<file path="src/rtl/w_cond_pkg.sv">
// Shared definitions for the w input conditioner: debounce FSM state
// encoding, default parameter values and a counter sizing helper.
package w_cond_pkg;

    typedef enum logic [1:0] {
        S_LO     = 2'd0,
        S_LO_CHK = 2'd1,
        S_HI     = 2'd2,
        S_HI_CHK = 2'd3
    } state_t;

    localparam int SYNC_STAGES_DEF     = 2;
    localparam int DEBOUNCE_CYCLES_DEF = 4;
    localparam int CNT_W_DEF           = 8;

    // Number of bits needed to hold any count in 0..max_count.
    function automatic int cnt_bits(input int max_count);
        return (max_count < 1) ? 1 : $clog2(max_count + 1);
    endfunction

    // Smallest counter that fits the default debounce length.
    localparam int CNT_W_MIN = cnt_bits(DEBOUNCE_CYCLES_DEF - 1);

endpackage

</file>
<file path="src/rtl/sync_chain.sv">
// Multi-flop synchronizer for a single asynchronous level.
// STAGES flops deep (2..4); async active-low reset clears the chain to 0.
module sync_chain #(
    parameter int STAGES = 2
) (
    input  logic clk,
    input  logic reset,
    input  logic d,
    output logic q
);

    logic [STAGES-1:0] sync_r;

    // Shift the raw level through the synchronizer flops.
    always_ff @(posedge clk or negedge reset) begin
        if (!reset) begin
            sync_r <= '0;
        end else begin
            sync_r <= {sync_r[STAGES-2:0], d};
        end
    end

    assign q = sync_r[STAGES-1];

endmodule

</file>
<file path="src/rtl/w_input_conditioner.sv">
// Debounces a raw switch level into the clean, synchronous `w` level.
// Path: sync_chain -> debounce FSM with stability counter -> registered w.
// Optional macro W_INPUT_CONDITIONER_EDGE_OUT_EN enables one-cycle
// w_rise / w_fall pulses; without it both are tied low with no flops.
module w_input_conditioner
    import w_cond_pkg::*;
#(
    parameter int SYNC_STAGES     = SYNC_STAGES_DEF,
    parameter int DEBOUNCE_CYCLES = DEBOUNCE_CYCLES_DEF,
    parameter int CNT_W           = CNT_W_DEF
) (
    input  logic clk,
    input  logic reset,
    input  logic w_raw,
    output logic w,
    output logic busy,
    output logic w_rise,
    output logic w_fall
);

    localparam logic [CNT_W-1:0] CNT_ZERO = CNT_W'(0);
    localparam logic [CNT_W-1:0] CNT_ONE  = CNT_W'(1);
    localparam logic [CNT_W-1:0] CNT_LAST = CNT_W'(DEBOUNCE_CYCLES - 1);

    logic             s_s;
    state_t           state_r;
    logic [CNT_W-1:0] cnt_r;
    logic             w_r;
    logic             busy_r;

    sync_chain #(
        .STAGES (SYNC_STAGES)
    ) u_sync (
        .clk   (clk),
        .reset (reset),
        .d     (w_raw),
        .q     (s_s)
    );

    // Debounce FSM; w and busy are registered alongside the next state.
    always_ff @(posedge clk or negedge reset) begin
        if (!reset) begin
            state_r <= S_LO;
            cnt_r   <= CNT_ZERO;
            w_r     <= 1'b0;
            busy_r  <= 1'b0;
        end else begin
            case (state_r)
                S_LO: begin
                    w_r <= 1'b0;
                    if (s_s) begin
                        state_r <= S_LO_CHK;
                        cnt_r   <= CNT_ONE;
                        busy_r  <= 1'b1;
                    end else begin
                        state_r <= S_LO;
                        cnt_r   <= CNT_ZERO;
                        busy_r  <= 1'b0;
                    end
                end
                S_LO_CHK: begin
                    if (!s_s) begin
                        // Bounce: drop all accumulated credit.
                        state_r <= S_LO;
                        cnt_r   <= CNT_ZERO;
                        w_r     <= 1'b0;
                        busy_r  <= 1'b0;
                    end else if (cnt_r == CNT_LAST) begin
                        state_r <= S_HI;
                        cnt_r   <= CNT_ZERO;
                        w_r     <= 1'b1;
                        busy_r  <= 1'b0;
                    end else begin
                        state_r <= S_LO_CHK;
                        cnt_r   <= cnt_r + CNT_ONE;
                        w_r     <= 1'b0;
                        busy_r  <= 1'b1;
                    end
                end
                S_HI: begin
                    w_r <= 1'b1;
                    if (!s_s) begin
                        state_r <= S_HI_CHK;
                        cnt_r   <= CNT_ONE;
                        busy_r  <= 1'b1;
                    end else begin
                        state_r <= S_HI;
                        cnt_r   <= CNT_ZERO;
                        busy_r  <= 1'b0;
                    end
                end
                S_HI_CHK: begin
                    if (s_s) begin
                        state_r <= S_HI;
                        cnt_r   <= CNT_ZERO;
                        w_r     <= 1'b1;
                        busy_r  <= 1'b0;
                    end else if (cnt_r == CNT_LAST) begin
                        state_r <= S_LO;
                        cnt_r   <= CNT_ZERO;
                        w_r     <= 1'b0;
                        busy_r  <= 1'b0;
                    end else begin
                        state_r <= S_HI_CHK;
                        cnt_r   <= cnt_r + CNT_ONE;
                        w_r     <= 1'b1;
                        busy_r  <= 1'b1;
                    end
                end
                default: begin
                    state_r <= S_LO;
                    cnt_r   <= CNT_ZERO;
                    w_r     <= 1'b0;
                    busy_r  <= 1'b0;
                end
            endcase
        end
    end

    assign w    = w_r;
    assign busy = busy_r;

`ifdef W_INPUT_CONDITIONER_EDGE_OUT_EN
    logic rise_s;
    logic fall_s;
    logic w_rise_r;
    logic w_fall_r;

    // Detect the edge that completes a qualification in either direction.
    always_comb begin
        rise_s = 1'b0;
        fall_s = 1'b0;
        if ((state_r == S_LO_CHK) && s_s && (cnt_r == CNT_LAST)) begin
            rise_s = 1'b1;
        end else if ((state_r == S_HI_CHK) && !s_s && (cnt_r == CNT_LAST)) begin
            fall_s = 1'b1;
        end else begin
            rise_s = 1'b0;
            fall_s = 1'b0;
        end
    end

    // Register the pulses so they line up with the first cycle of the new w.
    always_ff @(posedge clk or negedge reset) begin
        if (!reset) begin
            w_rise_r <= 1'b0;
            w_fall_r <= 1'b0;
        end else begin
            w_rise_r <= rise_s;
            w_fall_r <= fall_s;
        end
    end

    assign w_rise = w_rise_r;
    assign w_fall = w_fall_r;
`else
    assign w_rise = 1'b0;
    assign w_fall = 1'b0;
`endif

endmodule

</file>
<file path="config.mk">
export PLATFORM = sky130hd
export DESIGN_NAME = w_input_conditioner
export DESIGN_NICKNAME = d
export VERILOG_FILES = /design/src/rtl/w_cond_pkg.sv /design/src/rtl/sync_chain.sv /design/src/rtl/w_input_conditioner.sv
export SDC_FILE = /design/constraint.sdc
export NUM_CORES = 1
export LEC_CHECK = 0
export CELL_PAD_IN_SITES_DETAIL_PLACEMENT = 1
export CELL_PAD_IN_SITES_GLOBAL_PLACEMENT = 1
export CORE_AREA = 5 5 42 44
export DETAILED_ROUTE_END_ITERATION = 7
export DIE_AREA = 0 0 47 49
export DONT_BUFFER_PORTS = 1
export PLACE_DENSITY_LB_ADDON = 0.05
export SLEW_MARGIN = 20
export SYNTH_ARGS = -nofsm -noshare
export SYNTH_HDL_FRONTEND = slang
export SYNTH_SLANG_ARGS = --single-unit
</file>
<file path="constraint.sdc">
create_clock -name clk -period 1.9 [get_ports clk]
set_input_delay 0.285 -clock clk [delete_from_list [all_inputs] [get_ports clk]]
set_output_delay 0.285 -clock clk [all_outputs]
set_load 0.005 [all_outputs]
</file>
==> metrics.txt <==
DIE AREA 2300 µm²; DRT Pass-1 Iters 2; Clock Skews 0.00313 ns; critical path fanouts, max 5; drt first-iter violations 2; Sw Share 32.7%; leakage power around 0.25 nW; most frequent cells in the layout dfrtp_1, a21oi_1, nand3_1; global-route wire length before repair 1790 µm; CP bufs+invs 0; multi-input combinational cell area 244 µm²; PwrDens 1070 nW/µm²; hpwl dp between 800 and 900 µm; TritonCTS Sinks 12; sequential area share after synthesis approximately 54%; Setup WS pre-CTS 0.170 ns; fin area 597 µm²; vias in the first global route 413; setup bufs post-CTS 0; Total Power 641 µW; setup TNS 0 ns; CTS tree built; sequential power share a little under three fifths; Initial Util 40.0%; GRT Residual Overflow 0; Crit. End Element register; Distinct cells, synth 21; site row count 14; Die Wd 47 µm; sequential cell area 300 µm²; maximum VDD drop 0.525 mV; pin count of the biggest net entering global routing 13; Detailed Route WL 1030 µm; DR vias 387; CP top delay family simple AND/OR/NAND/NOR gates; post-route setup slack 0.165 ns; RSZ-0062 raised after global routing no; count of buffers from port buffering 0; Max Fclk 576 MHz; Psw 210 µW; worst hold path class input pin to register; mapped cell area 561 µm²; Period Utilization, post-route between 90% and 100%; Overall Global Routing Usage 11.0%; Core ar. 1400 µm²; fin crit period 1.74 ns; final hold vios 0; initial antenna violation count 0; clk_lat worst skew 0.27 ns; Max-Cap Viols 0; CP max stage delay 0.58 ns; Ys Warns 0; CP Data Required Time 2.06 ns; P&R area growth vs syn 6.47%; CTS Buf Count 3; Die Y 49 µm; Final #Nets 59; Clock Path Buffers 2; wire per inst 14.9 µm; cell-internal power 431 µW; Antenna diodes 0; H-tree depth 1; Reg clk slew, reported paths 0.07 ns; fraction of final layout cells sized beyond drive strength 1 9.43%; root buf cell clkbuf_4; CP arrival 1.89 ns; setup violators final 0; placed inst area approximately 560 µm²; Syn Area/Cell approximately 11 µm²; DRC violations left 0; routed vias/inst 5.61; Clock power frac 24.2%; Cells after Synth 51; Fill cells roughly 170; commonest non-fill, non-tap cell in the layout dfrtp_1; CP Cell Sequence or4_4 -> nor4b_4 -> mux2_1; Slew @ Worst Pin 0.529 ns; relative slew slack 64.6%; CP Class register to register; crit path max-delay cell type or4_4; Comb power frac 19.8%; status finished clean; CP Launch Type register; DRT antenna net count 0; Final Max Tran Viols 0; WHS slightly below 0.04 ns; flops & latches, synth 12; Ports 7; RD Place Congestion 0.774
[registers in the layout, indices dropped and copies added, names as in the netlist]
name	flops
state_r	2
u_sync.sync_r	2
cnt_r	8
[worst paths after layout]
check	from	endpoint	slack, ns	cells past startpoint
min in group asynchronous	reset	cnt_r[1]	0.43	1
hold / removal	w_raw	u_sync.sync_r[0]	0.04	0
max in group asynchronous	reset	cnt_r[0]	1.12	1
hold reg to reg	u_sync.sync_r[0]	u_sync.sync_r[1]	0.36	0
setup reg to reg	cnt_r[5]	state_r[1]	0.16	3
setup / recovery	cnt_r[5]	state_r[1]	0.16	3
[metal layers]
metal | vias up | GRT usage (%) | routed length [µm]
met3 | 2 | 3.32 | 34
met1 | 196 | 15.2 | 494
li1 | 183 | - | -
met5 | - | 0 | 0
met2 | 6 | 14.9 | 476
met4 | 0 | 5.53 | 21
[kinds of logic after synthesis]
kind of cell	count (synthesis)	share of synthesized area, %
mux	1	2.01
fa+ha+maj	1	2.23
compound gates	10	10.0
flops	12	53.6
other cells	1	0.669
xor+xnor	4	6.25
buf+inv	3	3.57
simple gates	19	21.7
[what timing repair did]
action,CTS,global route
resized for setup,0,0
endpoints found under the hold margin,12,0
hold buffers,1,0
[cells in the mapped netlist]
library cell	instances	area share, %
mux2_1	1	2.0
nor2_1	3	2.0
o311ai_1	1	1.6
o21bai_1	1	1.3
and3_1	1	1.1
a21oi_1	5	4.5
xnor2_1	1	1.6
nand2_1	3	2.0
conb_1	1	0.67
ha_1	1	2.2
xor2_1	3	4.7
or4_4	1	2.0
or3_1	3	3.3
nand4_1	1	1.1
buf_4	2	2.7
nand3_1	4	3.6
clkbuf_2	1	0.89
nor4b_4	1	4.2
dfrtp_1	12	54
o21ai_0	3	2.7
nand2b_1	2	2.2
[power groups by stage]
stage / sequential (mW) / combinational [mW] / clock [mW]
global route: 0.370 / 0.145 / 0.176
global placement: 0.365 / 0.116 / 0
floorplan: 0.348 / 0.101 / 0
detailed placement: 0.368 / 0.121 / 0
CTS: 0.363 / 0.130 / 0.157
finish: 0.359 / 0.127 / 0.155
[metrics by stage]
step                      std cells  utilization, %
after detailed placement         65            40.3
final                            69            42.6
after floorplan                  52               -
after global placement           65            40.3
after global routing             69            42.6
after CTS                        69            42.6
[cell type report]
| cell class | count | area share (%) |
|---|---|---|
| Clock buffer | 3 | 3.77 |
| Tap cell | 16 | 3.35 |
| Multi-Input combinational cell | 37 | 40.9 |
| Timing Repair Buffer | 1 | 1.68 |
| Sequential cell | 12 | 50.3 |
Power figures use the tool's default switching activity.
